## src/rtl/dmem_lsu.sv

```systemverilog
// Load/store unit in front of the byte-lane data memory: issues one request at a time and returns a one-cycle response.
// Optional misalignment/reserved-size detection is enabled by defining DMEM_LSU_ALIGN_CHECK_EN.
module dmem_lsu #(
  parameter  int RD_LAT   = 3,
  localparam int REG_SIZE = 32
) (
  input  logic                clk,
  input  logic                rst_n,
  input  logic                req_valid,
  output logic                req_ready,
  input  logic                req_wr,
  input  logic [1:0]          req_size,
  input  logic                req_signed,
  input  logic [REG_SIZE-1:0] req_addr,
  input  logic [REG_SIZE-1:0] req_wdata,
  output logic                rsp_valid,
  output logic [REG_SIZE-1:0] rsp_rdata,
  output logic                rsp_err,
  output logic [REG_SIZE-1:0] daddr,
  output logic [1:0]          we,
  output logic [REG_SIZE-1:0] indata,
  input  logic [REG_SIZE-1:0] outdata
);

  typedef enum logic [1:0] {S_IDLE, S_ISSUE, S_WAIT, S_RESP} state_t;

  localparam logic [2:0] LAST_WAIT = 3'(RD_LAT - 1);

  state_t              state_q, state_d;
  logic [2:0]          cnt_q;
  logic [1:0]          size_q;
  logic [1:0]          off_q;
  logic                signed_q;
  logic                wr_q;
  logic                err_q;

  logic                accept;
  logic [1:0]          eff_size;
  logic [1:0]          eff_off;
  logic                misaligned;
  logic [REG_SIZE-1:0] wdata_lanes;
  logic [7:0]          lane_b;
  logic [15:0]         lane_h;
  logic [REG_SIZE-1:0] load_ext;

  assign req_ready = rst_n && (state_q == S_IDLE);
  assign accept    = req_valid && req_ready;

  // Request decode: effective size, lane offset and alignment error.
  // NOTE: every always_comb output gets a default first so no path can infer a latch.
  always_comb begin
    eff_size   = req_size;
    eff_off    = req_addr[1:0];
    misaligned = 1'b0;
`ifdef DMEM_LSU_ALIGN_CHECK_EN
    case (req_size)
      2'd1:    misaligned = req_addr[0];
      2'd2:    misaligned = |req_addr[1:0];
      2'd3:    misaligned = 1'b1;
      default: misaligned = 1'b0;
    endcase
`else
    if (req_size == 2'd3) eff_size = 2'd2;
    if (eff_size == 2'd1)      eff_off[0] = 1'b0;
    else if (eff_size == 2'd2) eff_off    = 2'd0;
`endif
  end

  always_comb begin
    case (eff_size)
      2'd0:    wdata_lanes = {4{req_wdata[7:0]}};
      2'd1:    wdata_lanes = {2{req_wdata[15:0]}};
      default: wdata_lanes = req_wdata;
    endcase
  end

  always_comb begin
    lane_b = outdata[{off_q, 3'b000} +: 8];
    lane_h = outdata[{off_q[1], 4'b0000} +: 16];
    case (size_q)
      2'd0:    load_ext = {{24{signed_q & lane_b[7]}}, lane_b};
      2'd1:    load_ext = {{16{signed_q & lane_h[15]}}, lane_h};
      default: load_ext = outdata;
    endcase
  end

  // An error request still spends the issue slot (with we held at 0), so its response appears after e1.
  always_comb begin
    state_d = state_q;
    case (state_q)
      S_IDLE:  if (accept) state_d = S_ISSUE;
      S_ISSUE: state_d = err_q ? S_RESP : S_WAIT;
      S_WAIT:  if (cnt_q == LAST_WAIT) state_d = S_RESP;
      S_RESP:  state_d = S_IDLE;
      default: state_d = S_IDLE;
    endcase
  end

  // NOTE: sequential state uses non-blocking assignments so every register samples pre-edge values.
  always_ff @(posedge clk or negedge rst_n) begin
    if (!rst_n) state_q <= S_IDLE;
    else        state_q <= state_d;
  end

  always_ff @(posedge clk or negedge rst_n) begin
    if (!rst_n) begin
      daddr     <= '0;
      we        <= 2'd0;
      indata    <= '0;
      rsp_valid <= 1'b0;
      rsp_err   <= 1'b0;
      rsp_rdata <= '0;
      cnt_q     <= 3'd0;
      size_q    <= 2'd0;
      off_q     <= 2'd0;
      signed_q  <= 1'b0;
      wr_q      <= 1'b0;
      err_q     <= 1'b0;
    end else begin
      case (state_q)
        S_IDLE: begin
          if (accept) begin
            size_q   <= eff_size;
            off_q    <= eff_off;
            signed_q <= req_signed;
            wr_q     <= req_wr;
            err_q    <= misaligned;
            if (!misaligned) begin
              daddr  <= {req_addr[REG_SIZE-1:2], eff_off};
              indata <= wdata_lanes;
              we     <= req_wr ? eff_size + 2'd1 : 2'd0;
            end
          end
        end
        S_ISSUE: begin
          we    <= 2'd0;
          cnt_q <= 3'd0;
          if (err_q) begin
            rsp_valid <= 1'b1;
            rsp_err   <= 1'b1;
            rsp_rdata <= '0;
          end
        end
        S_WAIT: begin
          cnt_q <= cnt_q + 3'd1;
          if (cnt_q == LAST_WAIT) begin
            rsp_valid <= 1'b1;
            rsp_err   <= 1'b0;
            rsp_rdata <= wr_q ? '0 : load_ext;
          end
        end
        S_RESP: begin
          rsp_valid <= 1'b0;
          rsp_err   <= 1'b0;
          rsp_rdata <= '0;
        end
        default: ;
      endcase
    end
  end

endmodule

```

## config.mk

```make
export PLATFORM = sky130hd
export DESIGN_NAME = dmem_lsu
export DESIGN_NICKNAME = d
export VERILOG_FILES = /design/src/rtl/dmem_lsu.sv
export SDC_FILE = /design/constraint.sdc
export NUM_CORES = 1
export LEC_CHECK = 0
export ABC_AREA = 1
export CORE_MARGIN = 3
export CORE_UTILIZATION = 45
export CTS_CLUSTER_SIZE = 8
export DETAILED_ROUTE_END_ITERATION = 8
export GPL_TIMING_DRIVEN = 0
export PLACE_DENSITY = 0.9
export SYNTH_ARGS = -nofsm -noshare
export SYNTH_HDL_FRONTEND = slang
export SYNTH_SLANG_ARGS = --single-unit
```

## constraint.sdc

```tcl
create_clock -name clk -period 4.4 [get_ports clk]
set_input_delay 0.66 -clock clk [delete_from_list [all_inputs] [get_ports clk]]
set_output_delay 0.66 -clock clk [all_outputs]
set_load 0.05 [all_outputs]
```

==> results of run 1 <==
## worst min-delay path by stage
stage / from / slack (ps) / depth (start not counted) / endpoint
CTS: rst_n / 350 / 1 / rsp_rdata[1]$_DFFE_PN0P_
global placement: daddr[30]$_DFFE_PN0P_ / 460 / 2 / daddr[30]$_DFFE_PN0P_
floorplan: rst_n / 360 / 0 / cnt_q[0]$_DFFE_PN0P_
global route: rst_n / 370 / 1 / rsp_rdata[1]$_DFFE_PN0P_
detailed placement: daddr[23]$_DFFE_PN0P_ / 460 / 2 / daddr[23]$_DFFE_PN0P_
finish: rst_n / 330 / 1 / rsp_rdata[1]$_DFFE_PN0P_
## registers in the layout (all words and copies together) (netlist names)
name	cells
rsp_valid	1
we	2
rsp_rdata	32
wr_q	1
state_q	2
indata	32
cnt_q	3
signed_q	1
size_q	2
daddr	32
## logic make-up (layout without fill, tap and decap cells)
logic type / Yosys count / count (layout) / synth area share [%]
DFF: 108 / 108 / 52.6
adders and majority gates: 7 / 7 / 1.70
other: 1 / 1 / 0.0729
xor gates and xnor gates: 1 / 1 / 0.170
buffers and inverters: 68 / 286 / 5.86
and+or+nand+nor: 389 / 389 / 30.7
AOI/OAI and AO/OA: 91 / 91 / 8.98
## power breakdown
| part | switching (mW) | internal (mW) | leakage, nW | total (mW) |
|---|---|---|---|---|
| combinational | 2.38 | 1.13 | 2.25 | 3.50 |
| sequential | 0.253 | 1.39 | 1.38 | 1.65 |
| clock | 0.380 | 0.464 | 0.154 | 0.844 |
| total | 3.01 | 2.98 | 3.79 | 5.99 |
## routing by layer
metal	wire [µm]	global-route usage [%]	vias up
met5	0	0	-
met4	340	8.17	0
met3	1620	7.91	30
met2	7200	40.4	253
met1	6260	30.6	2405
li1	-	-	2502
## worst register-to-register path, delay by kind of cell, from the launching register on
family	cells	cell delay [ps]
AND/OR/NAND/NOR	4	410
flip-flops	1	420
adder cells (fa/ha/maj)	1	200
buffers and inverters	5	850
## final cells by class
class	instances	area, µm²	area share [%]
Sequential cell	108	2700	35.3
Multi-Input combinational cell	489	2140	27.9
Timing Repair Buffer	202	2040	26.6
Clock buffer	10	239	3.12
Tap cell	140	175	2.29
Buffer	32	159	2.07
Inverter	36	143	1.86
Clock inverter	6	70.1	0.914
## through the flow
stage | setup WS [ps] | cell area [µm²] | power [mW] | util, % | hold slack [ps]
detailed placement | 1190 | 7350 | 5.16 | 67.0 | 464
global placement | -2230 | 7330 | 5.09 | 66.7 | 461
floorplan | 2660 | 5140 | 3.97 | - | 364
global route | 1070 | 7660 | 6.36 | 69.8 | 373
finish | 1260 | 7660 | 5.99 | 69.8 | 328
CTS | 1180 | 7660 | 6.02 | 69.8 | 347
## synthesized netlist by cell type (2+ instances only)
library cell,n
nand2_1,304
nor2_1,42
buf_2,9
buf_1,2
a21oi_1,31
o21ai_1,8
inv_2,4
nand2_2,13
nor2_2,2
o21ai_0,50
inv_1,31
nand4_1,3
clkbuf_1,18
ha_1,7
nand3_1,20
dfrtp_1,108
nand2_4,2
==> results by group, run 1 <==
Detailed routing
  • DR vias: 5190
  • DR vias/cell: 5.07
  • DRT Wirelength: 15400 µm
  • Detail Route Antenna Nets: 0
  • Drt pass-1 iters: 7
  • DRC violations left: 0
  • DR iter-0 viols: 295
  • Wire length per cell: 15.1 µm

Logic synthesis
  • #FFs+latches synth: 108
  • Synth top area share: 52.6%
  • Sequential area share after synthesis: 52.6%
  • EDFF count, synth: 0
  • Fraction of registers with async set/reset: 100%
  • Netlist cell types: 28
  • Cell count after synthesis: 665
  • Synth Cell Area: 0.00514 mm²
  • Synthesized Nets: 775
  • Ranking of synthesized cells by area: dfrtp_1 53%, nand2_1 22%, o21ai_0 4.9%
  • YS warnings: 0
  • Syn avg cell area: 7.73 µm²
  • Synth area leader: dfrtp_1
  • Post-synth top flop: dfrtp_1

STA
  • Period utilisation layout: 71.4%
  • Slew margin rel.: 58.9%
  • Post-Route Skew: 8.04 ps
  • FMAX: 318 MHz
  • Slew at the pin with the worst max-slew slack: 617 ps
  • Tmin final: 3140 ps
  • Final setup viols: 0
  • Setup TNS: 0 ps
  • RSZ-0062 raised after global routing: no
  • Endpoints failing hold: 0
  • Final Max Tran Viols: 0

Critical path
  • Critical path's top delay family: buffers and inverters
  • Buf+Inv Stages, Crit Path: 4
  • Critical Path Sink Type: output pin
  • Number of cells on the critical path: 5
  • Worst Setup SP: rst_n
  • Flop2flop setup slack: 2450 ps
  • Crit-path cells: buf_4 > buf_16 > nand2_1 > inv_2 > clkdlybuf4s50_1
  • Crit start category: input pin
  • R2R cell count: 10
  • Crit path required time: 3740 ps
  • Crit Path Max Fanout: 63
  • Critical Path Sink: req_ready
  • Critical R2R Launch: state_q[1]$_DFFE_PN0P_
  • Setup CP Type: input pin to output pin
  • Max stage delay on crit path: 800 ps
  • CP arrival: 2480 ps
  • Critical path's slowest cell: clkdlybuf4s50_1
  • RR Endpoint: daddr[4]$_DFFE_PN0P_

Clock tree
  • Resized cells post-CTS: 0
  • Hold_buf cts: 0
  • Clock insertion delay at the later pin of the skew report: 340 ps
  • CTS tree: yes
  • H-tree levels: 3
  • Clock Tree Buf Depth: 2
  • CTS root buf: clkbuf_16
  • Post-CTS setup buffers: 0
  • Clock Sink Count: 108
  • Total CTS buffers: 9
  • Clk slew on worst S/H paths: 70 ps

Global route
  • Initial antenna violation count: 0
  • Vias in the first global route: 5262
  • Gr usage total: 24.5%
  • First-pass GRT wire length: 25300 µm
  • Pin count of the biggest net entering global routing: 64
  • Total gr overflow: 0

Die
  • Die Width: 113 µm
  • # IOs: 204
  • Die H: 113 µm
  • FP Rows: 38
  • Die ar.: 0.0127 mm²
  • Core ar.: 0.0110 mm²
  • Initial Util: 46.8%

Placement
  • Placed cells: 1007
  • DPL Wire Length: 11700 µm
  • Port Buffer Count: 201
  • Gp weighted congestion: 0.914

Final layout
  • N_diodes: 0
  • Nets@finish: 988
  • Most common cell after layout, fill and taps aside: nand2_1
  • Synth-to-Final Area Change: 49.0%
  • Fraction of layout cells with a size suffix above 1: 6.12%
  • Non-Filler Instances: 1023
  • Most frequent cells in the layout: 304 x nand2_1, 200 x clkdlybuf4s50_1, 108 x dfrtp_1, 50 x o21ai_0, 42 x nor2_1
  • Filler Cell Count: 868

Power and ir drop
  • Worst vdd ir: 0.697 mV
  • Leak Pwr: 3.79 nW
  • Pwr/cell area: 782 mW/mm²

Hold path
  • Hold WC Path Type: input pin to async pin

Run
  • Max-cap viol count: 0

Run status
  • Outcome: finished clean
No activity file was read; power rests on OpenSTA's default activity.
==> run 2: changes to the inputs <==
--- a/config.mk
+++ b/config.mk
@@ -7,11 +7,11 @@
 export LEC_CHECK = 0
 export ABC_AREA = 1
 export CORE_MARGIN = 3
-export CORE_UTILIZATION = 45
+export CORE_UTILIZATION = 40
 export CTS_CLUSTER_SIZE = 8
 export DETAILED_ROUTE_END_ITERATION = 8
 export GPL_TIMING_DRIVEN = 0
-export PLACE_DENSITY = 0.9
+export PLACE_DENSITY = 0.85
 export SYNTH_ARGS = -nofsm -noshare
 export SYNTH_HDL_FRONTEND = slang
 export SYNTH_SLANG_ARGS = --single-unit
==> constraint.sdc (replaced) <==
create_clock -name clk -period 2.8 [get_ports clk]
set_input_delay 0.42 -clock clk [delete_from_list [all_inputs] [get_ports clk]]
set_output_delay 0.42 -clock clk [all_outputs]
set_load 0.05 [all_outputs]
==> results by group, run 2 (same netlist as run 1, synthesis figures left out) <==
Run status
  • Outcome: finished clean

Detailed routing
  • DRC violations left: 0
  • DR iter-0 viols: 417
  • Detail Route Antenna Nets: 0
  • Drt pass-1 iters: 5
  • DR vias/cell: 4.87
  • DRT Wirelength: 15800 µm
  • DR vias: 5117
  • Wire length per cell: 15.0 µm

Die
  • Die Width: 119 µm
  • Die ar.: 0.0143 mm²
  • # IOs: 204
  • Die H: 119 µm
  • Initial Util: 41.8%
  • Core ar.: 0.0123 mm²
  • FP Rows: 40

Critical path
  • RR Endpoint: daddr[28]$_DFFE_PN0P_
  • Critical R2R Launch: state_q[0]$_DFFE_PN0P_
  • Setup CP Type: input pin to output pin
  • Flop2flop setup slack: 800 ps
  • Worst Setup SP: rst_n
  • Crit path required time: 2380 ps
  • Critical Path Sink: req_ready
  • Crit Path Max Fanout: 61
  • Crit start category: input pin
  • Critical Path Sink Type: output pin
  • R2R cell count: 10
  • CP arrival: 2140 ps

Power and ir drop
  • Reg power frac: 27.4%
  • Psw: 4.69 mW
  • Combinational Power Share: 58.7%
  • Worst vdd ir: 0.860 mV
  • Pwr/cell area: 1220 mW/mm²
  • Leak Pwr: 3.78 nW
  • Pint: 4.70 mW
  • Switch share: 49.9%
  • Clock network power share: 13.9%

Final layout
  • Non-Filler Instances: 1050
  • Design area: 0.00770 mm²
  • Fraction of layout cells with a size suffix above 1: 5.90%
  • Synth-to-Final Area Change: 49.7%
  • Filler Cell Count: 1079
  • Most frequent cells in the layout: 304 x nand2_1, 200 x clkdlybuf4s50_1, 108 x dfrtp_1, 50 x o21ai_0, 42 x nor2_1
  • Most common cell after layout, fill and taps aside: nand2_1
  • Largest registers: daddr: 32 flops, indata: 32 flops, rsp_rdata: 32 flops
  • Register area: 0.00270 mm²
  • Nets@finish: 988
  • Multi-input combinational cell area: 0.00214 mm²
  • N_diodes: 0

Placement
  • Post-place setup slack: -48.7 ps
  • Placed cells: 1035
  • Port Buffer Count: 201
  • Cell Area, Placed: 0.00739 mm²
  • Gp weighted congestion: 0.876
  • DPL Wire Length: 12000 µm

Clock tree
  • CTS root buf: clkbuf_16
  • Clock insertion delay at the later pin of the skew report: 350 ps
  • CTS tree: yes
  • Clk slew on worst S/H paths: 70 ps
  • Clock Sink Count: 108
  • Total CTS buffers: 9
  • Clock Tree Buf Depth: 2
  • Post-CTS setup buffers: 0
  • H-tree levels: 3

Global route
  • Pin count of the biggest net entering global routing: 62
  • Initial antenna violation count: 0
  • Gr usage total: 22.1%
  • First-pass GRT wire length: 25100 µm
  • Total gr overflow: 0
  • Vias in the first global route: 4998

STA
  • Post-Route Skew: 3.88 ps
  • Worst setup margin: 243 ps
  • FMAX: 391 MHz
  • Final setup viols: 0
  • Hold slack: 36.6 ps
  • Final Max Tran Viols: 0
  • RSZ-0062 raised after global routing: no
  • Endpoints failing hold: 0
  • Slew at the pin with the worst max-slew slack: 590 ps
  • Slew margin rel.: 60.6%
  • Tmin final: 2560 ps
  • Period utilisation layout: 91.3%
  • Setup TNS: 0 ps

Run
  • Max-cap viol count: 0

Hold path
  • Hold WC Path Type: input pin to async pin
## run 2: per-stage QoR
step           utilization [%]  total power, mW
6_report                  62.5             9.39
4_1_cts                   62.5             9.45
2_1_floorplan                -             6.24
3_5_place_dp              60.0             8.10
3_3_place_gp              59.8             8.02
5_1_grt                   62.5             9.96
## run 2: layout make-up
class                           count  area share [%]
Sequential cell                   108            35.1
Multi-Input combinational cell    489            27.8
Timing Repair Buffer              202            26.5
Clock buffer                       12            3.33
Tap cell                          168            2.73
Buffer                             32            2.06
Inverter                           36            1.85
Clock inverter                      3           0.602
## run 2: worst min-delay path by stage
| stage | start | end | slack (ps) | depth (start not counted) |
|---|---|---|---|---|
| finish | rst_n | cnt_q[2]$_DFFE_PN0P_ | 40 | 1 |
| global route | rst_n | cnt_q[2]$_DFFE_PN0P_ | 80 | 1 |
| CTS | rst_n | rsp_rdata[6]$_DFFE_PN0P_ | 70 | 1 |
| detailed placement | rsp_rdata[22]$_DFFE_PN0P_ | rsp_rdata[22]$_DFFE_PN0P_ | 460 | 2 |
| global placement | daddr[6]$_DFFE_PN0P_ | daddr[6]$_DFFE_PN0P_ | 460 | 2 |
| floorplan | rst_n | cnt_q[0]$_DFFE_PN0P_ | 120 | 0 |
## run 2: what timing repair did
item	CTS	global route
hold buffers	0	0
setup endpoints to repair	1	0
gates resized for setup	1	0
## run 2: critical path, cell delays in order
cell and delay, ps:
buf_6 420, buf_16 310, nand2_1 100, inv_2 60
clkdlybuf4s50_1 800
## run 2: power groups by stage
stage	Sequential, mW	Combinational (mW)	Clock [mW]
after floorplan	4.50	1.73	0
after global placement	2.57	5.45	0
after detailed placement	2.58	5.53	0
after CTS	2.57	5.55	1.33
after global routing	2.65	5.92	1.39
final	2.57	5.51	1.30
## run 2: per-layer routing
| metal | vias to the layer above | global-route usage (%) | routed length (µm) |
|---|---|---|---|
| li1 | 2491 | - | - |
| met1 | 2352 | 27.0 | 6210 |
| met2 | 250 | 36.8 | 7580 |
| met3 | 24 | 7.41 | 1660 |
| met4 | 0 | 7.37 | 304 |
| met5 | - | 0 | 0 |
==> run 3: changes to the inputs <==
==> constraint.sdc (replaced) <==
create_clock -name clk -period 2.8 [get_ports clk]
set_input_delay 0.56 -clock clk [delete_from_list [all_inputs] [get_ports clk]]
set_output_delay 0.56 -clock clk [all_outputs]
set_load 0.05 [all_outputs]
==> results by group, run 3 (same netlist as run 1, synthesis figures left out) <==
Detailed routing
  • DRT Wirelength: 15800 µm
  • DRC violations left: 0
  • Drt pass-1 iters: 5
  • DR vias/cell: 4.86
  • Wire length per cell: 15.0 µm
  • DR iter-0 viols: 456
  • DR vias: 5107
  • Detail Route Antenna Nets: 0

Placement
  • Post-place setup slack: -329 ps
  • Port Buffer Count: 201
  • Placed cells: 1035
  • Gp weighted congestion: 0.876
  • DPL Wire Length: 12000 µm

STA
  • Worst setup margin: 307 ps
  • Final setup viols: 0
  • Final Max Tran Viols: 0
  • Slew margin rel.: 63.5%
  • Tmin final: 2490 ps
  • RSZ-0062 raised after global routing: no
  • Endpoints failing hold: 0
  • Post-Route Skew: 6.80 ps
  • Slew at the pin with the worst max-slew slack: 546 ps
  • Period utilisation layout: 89.0%
  • FMAX: 401 MHz

Critical path
  • Max stage delay on crit path: 530 ps
  • Setup CP Type: input pin to output pin
  • Critical path's slowest cell: dlygate4sd2_1
  • Flop2flop setup slack: 800 ps
  • Crit-path cells: buf_8 > buf_16 > nand2_1 > inv_2 > dlygate4sd2_1
  • Crit start category: input pin
  • Critical Path Sink Type: output pin
  • Crit path required time: 2240 ps
  • CP arrival: 1930 ps
  • Crit Path Max Fanout: 61

Global route
  • Vias in the first global route: 4998
  • First-pass GRT wire length: 25100 µm
  • Pin count of the biggest net entering global routing: 62
  • Initial antenna violation count: 0
  • Total gr overflow: 0
  • Gr usage total: 22.1%

Final layout
  • Most frequent cells in the layout: 304 x nand2_1, 199 x clkdlybuf4s50_1, 108 x dfrtp_1, 50 x o21ai_0, 42 x nor2_1
  • Post-layout util: 62.5%
  • Non-Filler Instances: 1050
  • Nets@finish: 988
  • Synth-to-Final Area Change: 49.7%
  • N_diodes: 0
  • Most common cell after layout, fill and taps aside: nand2_1
  • Fraction of layout cells with a size suffix above 1: 5.90%
  • Largest registers: daddr: 32 flops, indata: 32 flops, rsp_rdata: 32 flops

Die
  • FP Rows: 40
  • Die Width: 119 µm
  • Core ar.: 0.0123 mm²
  • Die H: 119 µm
  • # IOs: 204
  • Die ar.: 0.0143 mm²
  • Initial Util: 41.8%

Clock tree
  • Clock insertion delay at the later pin of the skew report: 350 ps
  • Clock Tree Buf Depth: 2
  • Clock Sink Count: 108
  • CTS tree: yes
  • CTS root buf: clkbuf_16
  • Total CTS buffers: 9
  • Clk slew on worst S/H paths: 70 ps
  • Hold_buf cts: 0
  • H-tree levels: 3

Power and ir drop
  • Pwr/cell area: 1220 mW/mm²
  • Leak Pwr: 3.79 nW
  • Power, Total: 9.39 mW
  • Worst vdd ir: 0.867 mV

Run status
  • Outcome: finished clean

Run
  • Max-cap viol count: 0

Hold path
  • Hold WC Path Type: input pin to async pin
==> run 3: cell count changes in the layout (fill, tap and decap cells not counted), sizes merged <==
cell           change
clkdlybuf4s50      -1
dlygate4sd2        +1
==> run 3: what timing repair did <==
action / 4_1_cts / 5_1_grt
setup endpoints to repair: 1 / 0
resized for setup: 3 / 0
setup buffers: 0 / 0
==> run 3: cell type report <==
| cell class | instances | area [µm²] |
|---|---|---|
| clock inverter | 3 | 46.3 |
| sequential | 108 | 2700 |
| clock buffer | 12 | 256 |
| tap | 168 | 210 |
| fill | 1079 | 4610 |
| buffer | 32 | 159 |
| multi-input combinational | 489 | 2140 |
| inverter | 36 | 143 |
| timing repair buffer | 202 | 2040 |
==> run 3: path summary, 6_finish.rpt <==
kind                                            from                        end  cells after the start
max                                            rst_n                  req_ready                      5
min                                            rst_n   rsp_rdata[2]$_DFFE_PN0P_                      1
max reg2reg                   state_q[0]$_DFFE_PN0P_      daddr[28]$_DFFE_PN0P_                     10
min reg2reg                rsp_rdata[24]$_DFFE_PN0P_  rsp_rdata[24]$_DFFE_PN0P_                      2
max in group asynchronous                      rst_n      daddr[19]$_DFFE_PN0P_                      2
min in group clk           rsp_rdata[24]$_DFFE_PN0P_  rsp_rdata[24]$_DFFE_PN0P_                      2
==> run 3: worst max-delay path: cells and delay by family <==
family,cells,cell delay [ps]
simple gates,1,100
buf+inv,4,1240
==> run 3: metrics by stage <==
| step | TNS [ps] | hold WS, ps | area [µm²] |
|---|---|---|---|
| after CTS | 0 | 155 | 7700 |
| after floorplan | 0 | 264 | 5140 |
| after global routing | 0 | 166 | 7700 |
| final | 0 | 129 | 7700 |
| after global placement | -578800 | 461 | 7360 |
| after detailed placement | -1860 | 464 | 7390 |
==> run 3: power breakdown <==
| part | total, mW | switching [mW] | internal (mW) | leakage (nW) |
|---|---|---|---|---|
| clock | 1.31 | 0.569 | 0.740 | 0.145 |
| sequential | 2.57 | 0.382 | 2.19 | 1.38 |
| combinational | 5.51 | 3.74 | 1.77 | 2.26 |
| total | 9.39 | 4.69 | 4.70 | 3.79 |
==> run 3: routing by layer <==
metal	up-vias	wire length [µm]	GRT usage, %	share of wire (%)
met5	-	0	0	0
met4	0	291	7.37	1.8
met3	26	1640	7.41	10
met2	240	7600	36.8	48
met1	2349	6230	27.0	40
li1	2492	-	-	-
